===== src/rtl/dma_read_scheduler_if.sv =====
// Descriptor-intake and DMA-engine signals of the read scheduler, bundled as one port.
// Latency: none; wiring only.
// Backpressure: desc_valid/desc_ready on the descriptor side, dma_done level/pulse on the engine side.
interface dma_read_scheduler_if #(
  parameter int ADDR_W = 32,
  parameter int LEN_W  = 16
);
  logic              desc_valid;
  logic              desc_ready;
  logic [ADDR_W-1:0] desc_addr;
  logic [LEN_W-1:0]  desc_len;

  logic              dma_start;
  logic [ADDR_W-1:0] dma_base_addr;
  logic [LEN_W-1:0]  dma_length;
  logic              dma_done;

  // Scheduler side: sinks descriptors, drives the DMA engine.
  modport master (
    input  desc_valid, desc_addr, desc_len, dma_done,
    output desc_ready, dma_start, dma_base_addr, dma_length
  );

  // Environment side: descriptor source plus DMA engine.
  modport slave (
    output desc_valid, desc_addr, desc_len, dma_done,
    input  desc_ready, dma_start, dma_base_addr, dma_length
  );
endinterface


===== src/rtl/dma_read_scheduler.sv =====
// Queues DMA read descriptors in a small FIFO and issues them one at a time to the read engine.
// Latency: descriptor pushed at edge k into an empty idle queue is popped at k+1; dma_start high k+1..k+2.
// Backpressure: desc_ready drops when the FIFO is full or flush is high; dma_done must fall before the next issue.
module dma_read_scheduler #(
  parameter int DEPTH  = 4,
  parameter int ADDR_W = 32,
  parameter int LEN_W  = 16,
  parameter int CNT_W  = 16
) (
  input  logic                     clk,
  input  logic                     rst_n,
  dma_read_scheduler_if.master     bus,
  input  logic                     flush,
  output logic                     busy,
  output logic [$clog2(DEPTH):0]   queue_count,
  output logic [CNT_W-1:0]         done_count,
  output logic                     all_done
);

  localparam int PW = $clog2(DEPTH);
  localparam int QW = PW + 1;

  typedef struct packed {
    logic [ADDR_W-1:0] addr;
    logic [LEN_W-1:0]  len;
  } desc_t;

  typedef enum logic [1:0] {
    IDLE    = 2'd0,
    START   = 2'd1,
    WAIT    = 2'd2,
    RELEASE = 2'd3
  } state_t;

  state_t            state_q, state_d;
  desc_t             fifo_q [DEPTH];
  desc_t             fifo_d [DEPTH];
  logic [PW-1:0]     wr_ptr_q, wr_ptr_d;
  logic [PW-1:0]     rd_ptr_q, rd_ptr_d;
  logic [QW-1:0]     count_q, count_d;
  logic [ADDR_W-1:0] addr_q, addr_d;
  logic [LEN_W-1:0]  len_q, len_d;
  logic [CNT_W-1:0]  done_cnt_q, done_cnt_d;
  logic              pending_q, pending_d;

  logic              desc_ready_int;
  logic              push;
  logic              pop;
  logic              all_done_int;
  desc_t             head;

  // A full FIFO refuses pushes even when a pop is happening at the same edge.
  assign desc_ready_int = (count_q < QW'(DEPTH)) && !flush;
  assign push           = bus.desc_valid && desc_ready_int;
  // Flush wins over an idle pop: the head is discarded rather than issued.
  assign pop            = (state_q == IDLE) && (count_q != '0) && !flush;
  assign head           = fifo_q[rd_ptr_q];
  // pending marks completed work not yet reported; it clears on the edge where the pulse shows.
  assign all_done_int   = (state_q == IDLE) && (count_q == '0) && pending_q;

  assign bus.desc_ready    = desc_ready_int;
  assign bus.dma_start     = (state_q == START);
  assign bus.dma_base_addr = addr_q;
  assign bus.dma_length    = len_q;
  assign busy              = (state_q != IDLE) || (count_q != '0);
  assign queue_count       = count_q;
  assign done_count        = done_cnt_q;
  assign all_done          = all_done_int;

  // FIFO next state: push at the tail, pop at the head, flush empties everything.
  always_comb begin
    fifo_d   = fifo_q;
    wr_ptr_d = wr_ptr_q;
    rd_ptr_d = rd_ptr_q;
    count_d  = count_q;
    if (flush) begin
      wr_ptr_d = '0;
      rd_ptr_d = '0;
      count_d  = '0;
    end else begin
      if (push) begin
        fifo_d[wr_ptr_q] = '{addr: bus.desc_addr, len: bus.desc_len};
        wr_ptr_d         = wr_ptr_q + PW'(1);
      end
      if (pop) begin
        rd_ptr_d = rd_ptr_q + PW'(1);
      end
      count_d = count_q + QW'(push) - QW'(pop);
    end
  end

  // Issue FSM: latch a descriptor on pop, pulse start, count one completion per dma_done episode.
  always_comb begin
    state_d    = state_q;
    addr_d     = addr_q;
    len_d      = len_q;
    done_cnt_d = done_cnt_q;
    pending_d  = all_done_int ? 1'b0 : pending_q;
    case (state_q)
      IDLE: begin
        if (pop) begin
          addr_d = head.addr;
          len_d  = head.len;
          if (head.len == '0) begin
            // Nothing to move: retire it here without touching the engine.
            done_cnt_d = done_cnt_q + CNT_W'(1);
            pending_d  = 1'b1;
          end else begin
            state_d = START;
          end
        end
      end
      START: begin
        state_d = WAIT;
      end
      WAIT: begin
        if (bus.dma_done) begin
          done_cnt_d = done_cnt_q + CNT_W'(1);
          pending_d  = 1'b1;
          state_d    = RELEASE;
        end
      end
      RELEASE: begin
        // A held done must drop before the next descriptor may start.
        if (!bus.dma_done) begin
          state_d = IDLE;
        end
      end
      default: begin
        state_d = IDLE;
      end
    endcase
  end

  // FIFO storage; contents need no reset because the pointers and count define validity.
  always_ff @(posedge clk) begin
    fifo_q <= fifo_d;
  end

  // Control state register with asynchronous reset that abandons any transfer in flight.
  always_ff @(posedge clk or negedge rst_n) begin
    if (!rst_n) begin
      state_q    <= IDLE;
      wr_ptr_q   <= '0;
      rd_ptr_q   <= '0;
      count_q    <= '0;
      addr_q     <= '0;
      len_q      <= '0;
      done_cnt_q <= '0;
      pending_q  <= 1'b0;
    end else begin
      state_q    <= state_d;
      wr_ptr_q   <= wr_ptr_d;
      rd_ptr_q   <= rd_ptr_d;
      count_q    <= count_d;
      addr_q     <= addr_d;
      len_q      <= len_d;
      done_cnt_q <= done_cnt_d;
      pending_q  <= pending_d;
    end
  end

endmodule


===== src/flat_wrapper.sv =====
// flat-port wrapper written by rule: the top's interface ports become plain ports
module dma_read_scheduler_flat 
#(
  parameter int DEPTH  = 4,
  parameter int ADDR_W = 32,
  parameter int LEN_W  = 16,
  parameter int CNT_W  = 16
)
  (clk, rst_n, flush, busy, queue_count, done_count, all_done, bus_desc_valid, bus_desc_addr, bus_desc_len, bus_dma_done, bus_desc_ready, bus_dma_start, bus_dma_base_addr, bus_dma_length);
  dma_read_scheduler_if #(.ADDR_W(ADDR_W), .LEN_W(LEN_W)) bus_i ();
  input  logic clk;
  input  logic rst_n;
  input  logic flush;
  output logic busy;
  output logic [$clog2(DEPTH):0] queue_count;
  output logic [CNT_W-1:0] done_count;
  output logic all_done;
  input wire logic [$bits(bus_i.desc_valid)-1:0] bus_desc_valid;
  input wire logic [$bits(bus_i.desc_addr)-1:0] bus_desc_addr;
  input wire logic [$bits(bus_i.desc_len)-1:0] bus_desc_len;
  input wire logic [$bits(bus_i.dma_done)-1:0] bus_dma_done;
  output wire logic [$bits(bus_i.desc_ready)-1:0] bus_desc_ready;
  output wire logic [$bits(bus_i.dma_start)-1:0] bus_dma_start;
  output wire logic [$bits(bus_i.dma_base_addr)-1:0] bus_dma_base_addr;
  output wire logic [$bits(bus_i.dma_length)-1:0] bus_dma_length;
  assign bus_i.desc_valid = bus_desc_valid;
  assign bus_i.desc_addr = bus_desc_addr;
  assign bus_i.desc_len = bus_desc_len;
  assign bus_i.dma_done = bus_dma_done;
  assign bus_desc_ready = bus_i.desc_ready;
  assign bus_dma_start = bus_i.dma_start;
  assign bus_dma_base_addr = bus_i.dma_base_addr;
  assign bus_dma_length = bus_i.dma_length;
  dma_read_scheduler #(.DEPTH(DEPTH), .ADDR_W(ADDR_W), .LEN_W(LEN_W), .CNT_W(CNT_W)) u_core (.clk(clk), .rst_n(rst_n), .bus(bus_i), .flush(flush), .busy(busy), .queue_count(queue_count), .done_count(done_count), .all_done(all_done));
endmodule

===== config.mk =====
export PLATFORM = sky130hd
export DESIGN_NAME = dma_read_scheduler_flat
export DESIGN_NICKNAME = d
export VERILOG_FILES = /design/src/rtl/dma_read_scheduler_if.sv /design/src/rtl/dma_read_scheduler.sv /design/src/flat_wrapper.sv
export SDC_FILE = /design/constraint.sdc
export NUM_CORES = 1
export LEC_CHECK = 0
export BUFFER_PORTS_ARGS = -buffer_cell sky130_fd_sc_hd__buf_2
export CELL_PAD_IN_SITES_DETAIL_PLACEMENT = 1
export CELL_PAD_IN_SITES_GLOBAL_PLACEMENT = 1
export CORE_ASPECT_RATIO = 1.5
export CORE_MARGIN = 1.5
export CORE_UTILIZATION = 25
export CTS_BUF_LIST = sky130_fd_sc_hd__clkbuf_8
export DETAILED_ROUTE_END_ITERATION = 16
export PLACE_DENSITY_LB_ADDON = 0.1
export SETUP_SLACK_MARGIN = 0.3
export SYNTH_ARGS = -nofsm -noshare
export SYNTH_HDL_FRONTEND = slang
export SYNTH_SLANG_ARGS = --single-unit

===== constraint.sdc =====
create_clock -name clk -period 3.7 [get_ports clk]
set_input_delay 0 -clock clk [delete_from_list [all_inputs] [get_ports clk]]
set_output_delay 0 -clock clk [all_outputs]
set_load 0.005 [all_outputs]

# Word level (Yosys, flattened, before mapping)
# Cells that the tools add are included.
dict set report word_totals {
  elab_cells 82
  out_inout_bits 71
  ff_bits 266
}
dict set report op_classes {
  bitwise_logic 3
  n_reduce_logical 21
  add_sub_neg 5
  n_eq_ne 8
  n_lt_le_gt_ge 4
  mux 25
}
# cell n
set ops {}
lappend ops {{$bwmux 192} 1}
lappend ops {{$mux 48} 3}
lappend ops {{$bmux 48 s2} 1}
lappend ops {{$demux 48 s2} 1}
lappend ops {{$mux 16} 3}
lappend ops {{$pmux 16 s2} 1}
lappend ops {{$add 16x1->16 const B} 1}
lappend ops {{$logic_not 16->1} 1}
lappend ops {{$mux 2} 8}
lappend ops {{$ne 2x2->1 const B} 4}
lappend ops {{$pmux 2 s4} 1}
lappend ops {{$reduce_and 4->1} 2}
lappend ops {{$reduce_bool 2->1} 4}
lappend ops {{$logic_and 1x1->1} 7}
lappend ops {{$ge 3x3->1 const B} 2}
lappend ops {{$not 2->3} 2}
lappend ops {{$add 2x1->2 const B} 2}
lappend ops {{$eq 2x2->1 const B} 2}
lappend ops {{$mux 1} 4}
lappend ops {{$reduce_and 2->1} 2}
lappend ops {{$add 3x1->3} 1}
lappend ops {{$logic_not 3->1} 1}
lappend ops {{$lt 3x1->1 const B} 1}
lappend ops {{$lt 3x3->1 const B} 1}
lappend ops {{10 further kinds} 10}

# Depth between registers and ports, before layout
# Gate-level depths: netlist of the first run.
dict set report logic_depth {
  ltp_word 8
  ltp_mapped 12
  depth_no_buf 10
}

# Worst setup path after synthesis of the first run
# Ideal clock, no wire load.
dict set report synth_path {
  path_type {reg2reg}
  startpoint {reg u_core.state_q[0]}
  endpoint {reg u_core.count_q[2] (netlist: u_core.queue_count[2])}
  required_time_ns 3.568
  stages_incl_launch_ff 13
  path_buffers 2
  arrival_time_ns 2.501
  setup_slack_ns 1.068
  cell_sequence {dfrtp_1 inv_1 ha_1 inv_1 or3_2 buf_6 clkbuf_1 xnor2_1 ha_1 inv_1 fa_1 xnor2_1 nor2_1}
}
dict set report synth_via {
  elab_chain_cells 5
}
# element line
set synth_rtl {}
lappend synth_rtl {{start: declaration} dma_read_scheduler.sv:35} ;# state_t state_q, state_d;
lappend synth_rtl {{start signal: assignment} dma_read_scheduler.sv:152} ;# state_q <= state_d;
lappend synth_rtl {{$logic_not 2->1} dma_read_scheduler.sv:56} ;# assign pop = (state_q == IDLE) && (count_q != '0) && !flush;
lappend synth_rtl {{$logic_and 1x1->1 (2 in a row)} dma_read_scheduler.sv:56}
lappend synth_rtl {{$sub 3x1->3} dma_read_scheduler.sv:88} ;# count_d = count_q + QW'(push) - QW'(pop);
lappend synth_rtl {{$mux 3} dma_read_scheduler.sv:76} ;# if (flush) begin
lappend synth_rtl {{via u_core.count_d[2]} dma_read_scheduler.sv:40} ;# logic [QW-1:0] count_q, count_d;
lappend synth_rtl {{end signal: assignment} dma_read_scheduler.sv:155} ;# count_q <= count_d;
lappend synth_rtl {{end: declaration} dma_read_scheduler.sv:40}
# The timed path passes the listed nets, and every way through them passes these cells.
# A chain may end at the register's enable or synchronous reset.

# Final worst setup path of the first run
# Ends and elaborated chain as after synthesis.

==> results of run 1 <==
## Yosys cell counts
library cell	number
mux2_2	1
mux4_2	35
nor2b_1	3
xor2_1	1
buf_8	1
nand2_1	153
or3_2	1
ha_1	10
clkbuf_8	2
o31ai_4	1
mux2_1	1
nor2_1	13
edfxtp_1	192
mux4_1	13
and3_1	12
nand3_1	16
clkbuf_4	1
dfrtp_1	74
clkbuf_1	12
o311ai_0	1
nand2_2	1
buf_1	5
nand2b_1	1
nand4_1	2
o21ai_0	2
buf_12	1
inv_1	8
o31ai_1	1
xnor2_1	20
nor3_1	3
fa_1	1
and2_1	1
a221oi_1	1
buf_6	3
nor4_1	5
a2bb2oi_1	1
## final cells by class
cell class                      count  area [sq um]  share of cell area [%]
Sequential cell                   266          7620                    58.8
Multi-Input combinational cell    300          2440                    18.8
Timing Repair Buffer              187          1290                    9.97
Clock buffer                       53           729                    5.63
Tap cell                          506           633                    4.89
Clock inverter                     28           199                    1.54
Inverter                            8          30.0                   0.232
Antenna cell                        3          7.51                  0.0580
## per-layer routing
metal  global-route usage [%]  vias to the layer above
li1                         -                     2646
met1                     13.8                     2999
met2                     23.3                      132
met3                     2.93                       49
met4                     4.57                        0
met5                        0                        -
## repair_timing
item,CTS,global route
endpoints found under the setup margin,0,1
endpoints found under the hold margin,244,0
buffers inserted,0,1
hold buffers,52,0
## worst max-delay path, delay by kind of cell (launching register included)
family                   cells  cell delay, ns
XOR/XNOR                     2            0.42
AND/OR/NAND/NOR              2            0.82
flip-flops                   1            0.42
buffers and inverters        3            0.24
adder cells (fa/ha/maj)      3            0.87
## report_power, final
part / switching (mW) / internal [mW]
Combinational: 0.946 / 0.873
Clock: 1.21 / 1.51
Sequential: 0.286 / 3.65
Total: 2.44 / 6.04
## stage by stage
| stage | instance area [sq um] | hold slack (ns) | utilization [%] |
|---|---|---|---|
| floorplan | 10200 | -0.296 | - |
| global placement | 11500 | 0.105 | 28.5 |
| detailed placement | 11500 | 0.127 | 28.5 |
| CTS | 12900 | 0.0546 | 32.1 |
| global route | 13000 | 0.0802 | 32.1 |
| finish | 13000 | 0.0535 | 32.1 |
## sequential cells by signal, indices dropped and copies added (netlist names), 2 cells and up
register / cells
u_core.bus.dma_base_addr: 32
u_core.queue_count: 3
u_core.rd_ptr_q: 2
u_core.done_count: 16
u_core.bus.dma_length: 16
u_core.wr_ptr_q: 2
u_core.state_q: 2
u_core.fifo_q: 192
## cell families (layout without fill, tap and decap cells)
| logic type | count (synthesis) | count (layout) | share of synthesized area (%) |
|---|---|---|---|
| flip-flops | 266 | 266 | 74.4 |
| AND/OR/NAND/NOR | 211 | 211 | 8.61 |
| multiplexers | 50 | 50 | 11.2 |
| buffers and inverters | 33 | 276 | 1.93 |
| XOR/XNOR | 21 | 21 | 1.80 |
| adder cells (fa/ha/maj) | 11 | 11 | 1.42 |
| AO/OA/AOI/OAI | 7 | 7 | 0.635 |
| other | 0 | 3 | 0 |
## worst max path at each step
stage | end | cells past startpoint
2_1_floorplan | u_core.queue_count[2] | 12
3_3_place_gp | u_core.done_count[1] | 7
3_5_place_dp | u_core.done_count[1] | 7
4_1_cts | u_core.done_count[1] | 7
5_1_grt | u_core.done_count[1] | 7
6_report | u_core.queue_count[2] | 10
==> metrics.txt, run 1 <==
Vias/cell=4.31; DRC viols=0; post-synthesis sequential area ratio=74.4%; leading area contributor after synthesis=edfxtp_1; layout filler cell count=4,260; Startpoint Class=register; # setup viols final=0; All-Layer GR Usage=12.5%; nets@finish=872; Clock H-tree levels=2; critical-path maximum fanout=27; initial DRC count=181; num rows=90; placed cells=1,214; start of the worst register-to-register path=u_core.state_q[0]; Netlist cell types=36; commonest non-fill, non-tap cell in the layout=edfxtp_1; clk slew on worst S/H paths=0.07 ns; Routed Wire Length=25.6 mm; Max Buffers Root-to-Sink=3; Die Footprint=0.0422 sq mm; Post-DRT Antenna Nets=0; post-route minimum period=2.89 ns; Setup WS post-layout=0.812 ns; Die W=168 um; Non-Filler Instances=1,351; Die Y=251 um; Netlist Area Pre-Place=0.0102 sq mm; largest net degree at the start of global routing=44; met3 WL=1.14 mm; WL met1=10.1 mm; Crit path top cell by count=inv_1; r2r setup slk=0.81 ns; GPL Wtd Cong=0.731; share of cells above drive strength 1=29.2%; Sink Count=266; I/O pins=124; dpl ws=0.397 ns; max_slew headroom=47.8%; max_cap viols=0; CP max stage cell=or3_2; vias post-DR=5,826; Leak=5.04 nW; fmax=346 MHz; Final TNS setup=0 ns; period utilisation layout=78.0%; Yosys warning total=0; Final Hold Fails=0; Syn Inst Count=599; Required @ worst endpoint=4.15 ns; PostCTS Resize Cnt=0; met2 routed WL=13.7 mm; critical path type=register to register; Area contributors post-synth=edfxtp_1, dfrtp_1, mux4_2; first-pass GRT wire length=39.6 mm; Mapped Nets=663; Critical Path Sink Type=register; outcome=completed; r2r endpoint=u_core.queue_count[2]; path depth of the worst reg2reg path=10; I/O Buffers=123; Hold Path Class=primary input to asynchronous set/reset pin; Final Max Slew Viols=0; Total Power=8.48 mW; Pwr Density=655 mW/mm^2; #FFs+latches synth=266; Mapped Avg Cell Area=17.1 sq um; RSZ-0062 raised after global routing=false; crit-path max cell delay=0.77 ns; Worst-Margin Slew=0.783 ns; Synth top area share=56.3%; area grow syn2layout=26.5%; core area=0.0403 sq mm; drt pass-1 iters=4; worst setup path start=u_core.state_q[0]; DP Wirelength=15.7 mm; commonest non-fill, non-tap cells in the layout=edfxtp_1, nand2_1, buf_2, dfrtp_1, clkbuf_8; gr ovfl total=0; VDD IR max=0.249 mV; Fin Clk Skew=0.0166 ns; CP cell instances=inv_1 > ha_1 > inv_1 > or3_2 > xnor2_1 > ha_1 > inv_1 > fa_1 > xnor2_1 > nor2_1; cts bufs inserted=45; Clock Root Buffer=clkbuf_8; vias in the first global route=6,712; Data arrival, critical path=3.34 ns; initial antenna violation count=3; starting density of the core=25.4%; worst-skew pair later-pin latency=0.57 ns; CTS tree=done; WL per Instance=18.9 um; Top Layer Used=met4
(Power assumes the default switching activity.)
==> run 2, diff against run 1 <==
Clock period 3.7 ns to 2.9 ns, I/O delays scaled along.
==> metrics.txt, run 2 (synthesis results as in run 1) <==
outcome=completed; worst hold margin=0.186 ns (+0.133 ns); area grow syn2layout=28.5%; vias post-DR=5,910 (+1.4%); Data arrival, critical path=3.00 ns (-0.34 ns); Pint=7.62 mW (+26%); clk slew on worst S/H paths=0.06 ns (about the same); dpl ws=0.0406 ns (-0.356 ns); VDD IR max=0.333 mV (+34%); Post-Layout Inst Area=0.0132 sq mm (+1.6%); Clock Root Buffer=clkbuf_8; Critical Path Sink Type=register; period utilisation layout=88.4% (+10 points); largest net degree at the start of global routing=49 (+11%); Net Switching=3.19 mW (+31%); core area=0.0403 sq mm (unchanged); CP max stage cell=dfrtp_4; Leak=5.16 nW (+2.4%); Logic pwr share=24.2% (+2.8 points); max_cap viols=0 (unchanged); first-pass GRT wire length=40.7 mm (+2.8%); Post-DRT Antenna Nets=0 (unchanged); drt pass-1 iters=4 (unchanged); Flop pwr share=46.1% (-0.3 points); Hold Path Class=primary input to register; vias in the first global route=6,738 (+0.39%); critical path type=register to register; starting density of the core=25.4% (unchanged); gr ovfl total=0 (unchanged); num rows=90 (unchanged); CTS tree=done; DP Wirelength=15.7 mm (+0.23%); critical-path maximum fanout=8 (-70%); nets@finish=888 (+1.8%); Fin Clk Skew=0.0205 ns (+0.00380 ns); Worst-Margin Slew=0.735 ns (-0.0478 ns); # setup viols final=0 (unchanged); worst setup path start=u_core.rd_ptr_q[0]; Sink Count=266 (unchanged); DRC viols=0 (unchanged); Area after DPL=0.0116 sq mm (+0.75%); commonest non-fill, non-tap cell in the layout=edfxtp_1; Clock H-tree levels=2 (unchanged); max reg flops=192 (unchanged); Startpoint Class=register; All-Layer GR Usage=12.9% (+0.33 points); Routed Wire Length=26.5 mm (+3.4%); RSZ-0062 raised after global routing=true; initial DRC count=262 (+45%); Die Footprint=0.0422 sq mm (unchanged); Die Y=251 um (unchanged); Required @ worst endpoint=3.34 ns (-0.81 ns); Final Hold Fails=0 (unchanged); fmax=390 MHz (+13%); Top reg by flops=u_core.fifo_q; share of cells above drive strength 1=32.0% (+2.8 points); Hold Crit Start=bus_desc_addr[24]; Setup WS post-layout=0.336 ns (-0.476 ns); Vias/cell=4.32 (+0.25%); Crit path top cell by count=buf_6; post-route minimum period=2.56 ns (-0.324 ns); cts bufs inserted=44 (-2.2%); start of the worst register-to-register path=u_core.rd_ptr_q[0]; initial antenna violation count=3 (unchanged); max_slew headroom=50.8% (+3.0 points); Final Max Slew Viols=0 (unchanged); GPL Wtd Cong=0.701 (-4.1%); Final TNS setup=0 ns (unchanged); worst-skew pair later-pin latency=0.57 ns (about the same); commonest non-fill, non-tap cells in the layout=edfxtp_1, nand2_1, buf_2, dfrtp_1; switching share of total power=29.5% (+0.74 points); crit-path max cell delay=0.50 ns (-0.27 ns); Die W=168 um (unchanged); I/O Buffers=123 (unchanged); I/O pins=124 (unchanged); Total Power=10.8 mW (+28%); WL per Instance=19.4 um (+2.2%); Max Buffers Root-to-Sink=3 (unchanged); Pwr Density=821 mW/mm^2 (+25%); share of total power in the clock network=29.6% (-2.5 points); CP cell instances=buf_6 > buf_6 > mux4_2 > nor4_4 > nand2_2 > o31ai_4 > buf_6 > nand3_2 > xnor2_2
-- run 2: changes by cell type in the layout (fill, tap and decap cells not counted), moves of 4 or more --
cell | before | now
buf_4 | 8 | 15
clkinv_1 | 7 | 1
buf_6 | 0 | 6
inv_1 | 17 | 31
mux4_2 | 35 | 42
nand3_1 | 16 | 11
clkinv_2 | 8 | 1
xnor2_1 | 20 | 16
nor4_1 | 5 | 1
mux4_1 | 13 | 6
xnor2_2 | 0 | 4
nand3_2 | 0 | 4
-- run 2: worst paths after layout --
path | slack, ns | to | depth (start not counted)
worst max-delay path | 0.34 | u_core.done_count[4] | 9
worst min-delay path | 0.19 | u_core.fifo_q[40] | 2
worst max register to register | 0.34 | u_core.done_count[4] | 9
worst min register to register | 0.47 | u_core.bus.dma_base_addr[11] | 2
max in group asynchronous | 0.87 | u_core.bus.dma_base_addr[11] | 4
min in group asynchronous | 0.51 | u_core.bus.dma_base_addr[10] | 3
-- run 2: stage by stage --
| step | utilization [%] | cells |
|---|---|---|
| floorplan | - | 599 |
| global placement | 28.7 | 1223 |
| detailed placement | 28.7 | 1223 |
| CTS | 32.5 | 1364 |
| global route | 32.7 | 1366 |
| finish | 32.7 | 1367 |
-- run 2: power by group through the flow --
stage	sequential, mW	clock [mW]	combinational, mW
finish	4.99	3.21	2.62
floorplan	5.02	0	1.46
global placement	5.08	0	2.35
global route	5.07	3.50	2.94
detailed placement	5.11	0	2.40
CTS	5.01	3.37	2.66
-- run 2: final cells by class --
| cell class | instances | area (sq um) |
|---|---|---|
| fill | 4254 | 27100 |
| sequential | 266 | 7620 |
| multi-input combinational | 300 | 2550 |
| timing repair buffer | 204 | 1460 |
| clock buffer | 55 | 757 |
| tap | 506 | 633 |
| clock inverter | 26 | 104 |
| inverter | 8 | 30.0 |
| antenna | 2 | 5.00 |
-- run 2: what timing repair did --
| action | in CTS | in global routing |
|---|---|---|
| resized for setup | 17 | 19 |
| buffers inserted | 5 | 1 |
| setup endpoints to repair | 19 | 17 |
| endpoints found under the hold margin | 276 | 0 |
| pin swaps | 6 | 8 |
| hold buffers | 55 | 0 |
-- run 2: worst max-delay path, delay by kind of cell, from the launching register on --
family	cells	cell delay, ns
simple gates	3	0.52
flops	1	0.50
mux	1	0.47
buf+inv	3	0.44
compound gates	1	0.35
xor+xnor	1	0.15
-- run 2: layer usage --
layer,vias to the layer above,track usage [%],wire (um),share of wire (%)
li1,2672,-,-,-
met1,3042,14.7,10700,40
met2,140,23.6,13900,53
met3,54,2.72,1190,4.5
met4,2,4.46,682,2.6
met5,-,0,10,0.038
==> run 3, diff against run 2 <==
Settings changed: REMOVE_ABC_BUFFERS set to 1.
==> metrics.txt, run 3 (synthesis results as in run 1) <==
outcome=completed; clk slew on worst S/H paths=0.06 ns (about the same); Vias/cell=4.31 (-0.39%); # setup viols final=0 (unchanged); Clock H-tree levels=2 (unchanged); DRC viols=0 (unchanged); vias post-DR=5,926 (+0.27%); Clock Root Buffer=clkbuf_8; Post-DRT Antenna Nets=0 (unchanged); final core occ=32.7% (+0.044 points); initial antenna violation count=1 (-2); commonest non-fill, non-tap cells in the layout=edfxtp_1, nand2_1, buf_2, dfrtp_1, dlygate4sd3_1; starting density of the core=25.4% (unchanged); I/O pins=124 (unchanged); CTS tree=done; fmax=381 MHz (-2.4%); RSZ-0062 raised after global routing=true; Leak=5.14 nW (-0.37%); CP max stage cell=mux4_1; Final Hold Fails=0 (unchanged); critical path type=register to register; initial DRC count=230 (-12%); max_cap viols=0 (unchanged); Post-Layout Inst Area=0.0132 sq mm (+0.13%); critical-path maximum fanout=6 (-2); period utilisation layout=90.6% (+2.2 points); area grow syn2layout=28.7%; Hold Path Class=primary input to asynchronous set/reset pin; Final TNS setup=0 ns (unchanged); Critical Path Sink Type=register; Max Buffers Root-to-Sink=3 (unchanged); cts bufs inserted=45 (+2.3%); Routed Wire Length=26.3 mm (-0.76%); Pwr Density=825 mW/mm^2 (+0.48%); max reg flops=192 (unchanged); worst hold margin=0.0382 ns (-0.148 ns); Final Max Slew Viols=0 (unchanged); All-Layer GR Usage=12.8% (-0.099 points); Sink Count=266 (unchanged); Fin Clk Skew=0.0298 ns (+0.00932 ns); I/O Buffers=123 (unchanged); largest net degree at the start of global routing=54 (+10%); Die W=168 um (unchanged); commonest non-fill, non-tap cell in the layout=edfxtp_1; core area=0.0403 sq mm (unchanged); Top reg by flops=u_core.fifo_q; crit-path max cell delay=0.62 ns (+0.12 ns); Area after DPL=0.0115 sq mm (-0.40%); Required @ worst endpoint=3.34 ns (about the same); first-pass GRT wire length=40.5 mm (-0.53%); nets@finish=896 (+0.90%); worst-skew pair later-pin latency=0.58 ns (about the same); layout filler cell count=4,190 (-1.5%); WL per Instance=19.1 um (-1.4%); post-route minimum period=2.63 ns (+0.0637 ns); DP Wirelength=16.2 mm (+2.7%); gr ovfl total=0 (unchanged); Data arrival, critical path=3.07 ns (+0.07 ns); max_slew headroom=41.7% (-9.1 points); CP cell instances=buf_12 > mux4_1 > nor4_4 > nand2_2 > o31ai_4 > buf_6 > buf_8 > nand3_4 > xnor2_2; GPL Wtd Cong=0.701 (about the same); Worst-Margin Slew=0.867 ns (+0.131 ns); vias in the first global route=6,898 (+2.4%); share of cells above drive strength 1=33.8% (+1.8 points); VDD IR max=0.381 mV (+14%); num rows=90 (unchanged); drt pass-1 iters=4 (unchanged); Die Footprint=0.0422 sq mm (unchanged); Die Y=251 um (unchanged); Startpoint Class=register
==> run 3: cell count changes in the layout (fill, tap and decap cells not counted), moves of 4 or more <==
| cell | delta |
|---|---|
| buf_12 | -5 |
| inv_1 | -9 |
| clkinv_2 | +7 |
| buf_4 | +12 |
| clkbuf_8 | -7 |
| clkinv_1 | +7 |
| nand3_1 | -5 |
| clkinvlp_4 | +4 |
==> run 3: final timing paths <==
check | to | startpoint | cells past startpoint | slack [ns]
worst max-delay path | u_core.done_count[13] | u_core.rd_ptr_q[0] | 9 | 0.27
worst min-delay path | u_core.bus.dma_base_addr[13] | rst_n | 2 | 0.04
worst max register to register | u_core.done_count[13] | u_core.rd_ptr_q[0] | 9 | 0.27
worst min register to register | u_core.done_count[15] | u_core.done_count[15] | 1 | 0.47
max in group asynchronous | u_core.bus.dma_base_addr[15] | rst_n | 3 | 2.11
min in group clk | u_core.fifo_q[134] | bus_desc_addr[22] | 2 | 0.17
==> run 3: worst max-delay path: cells and delay by family, from the launching register on <==
kind,cells,cell delay [ns]
muxes,1,0.62
and+or+nand+nor,3,0.54
DFF,1,0.47
buffers and inverters,3,0.42
xor gates and xnor gates,1,0.16
AOI/OAI and AO/OA,1,0.28
==> run 3: where the power goes <==
part / internal, mW / switching, mW
Combinational: 1.32 / 1.38
Sequential: 4.66 / 0.331
Clock: 1.64 / 1.56
==> run 3: final cells by class <==
type | instances | area [sq um] | share of cell area (%)
diodes | 1 | 2.50 | 0.0190
clock buffers | 48 | 661 | 5.01
clock inverters | 36 | 194 | 1.47
inverters | 8 | 30.0 | 0.228
multi-input cells | 300 | 2580 | 19.6
flip-flops and latches | 266 | 7620 | 57.8
well taps | 506 | 633 | 4.80
repair buffers | 211 | 1460 | 11.1
==> run 3: repair_timing <==
item / 4_1_cts / 5_1_grt
buffers inserted: 8 / 4
hold buffers: 52 / 0
gates cloned: 1 / 0
pin swaps: 5 / 13
gates resized for setup: 19 / 30
hold endpoints to repair: 253 / 0
setup endpoints to repair: 18 / 16
==> run 3: per-layer routing <==
layer	global-route usage (%)	part of all wire, %	up-vias
met2	24.4	55	131
met3	2.50	4.1	46
li1	-	-	2693
met5	0	0	-
met4	4.85	2.6	0
met1	13.7	38	3056
==> run 3: through the flow <==
step	cells	setup slack, ns	power, mW
after floorplan	574	-1.12	6.37
after global placement	1226	-0.0848	7.41
after detailed placement	1226	-0.0919	7.48
after CTS	1371	0.255	11.0
after global routing	1376	0.163	11.6
final	1376	0.272	10.9
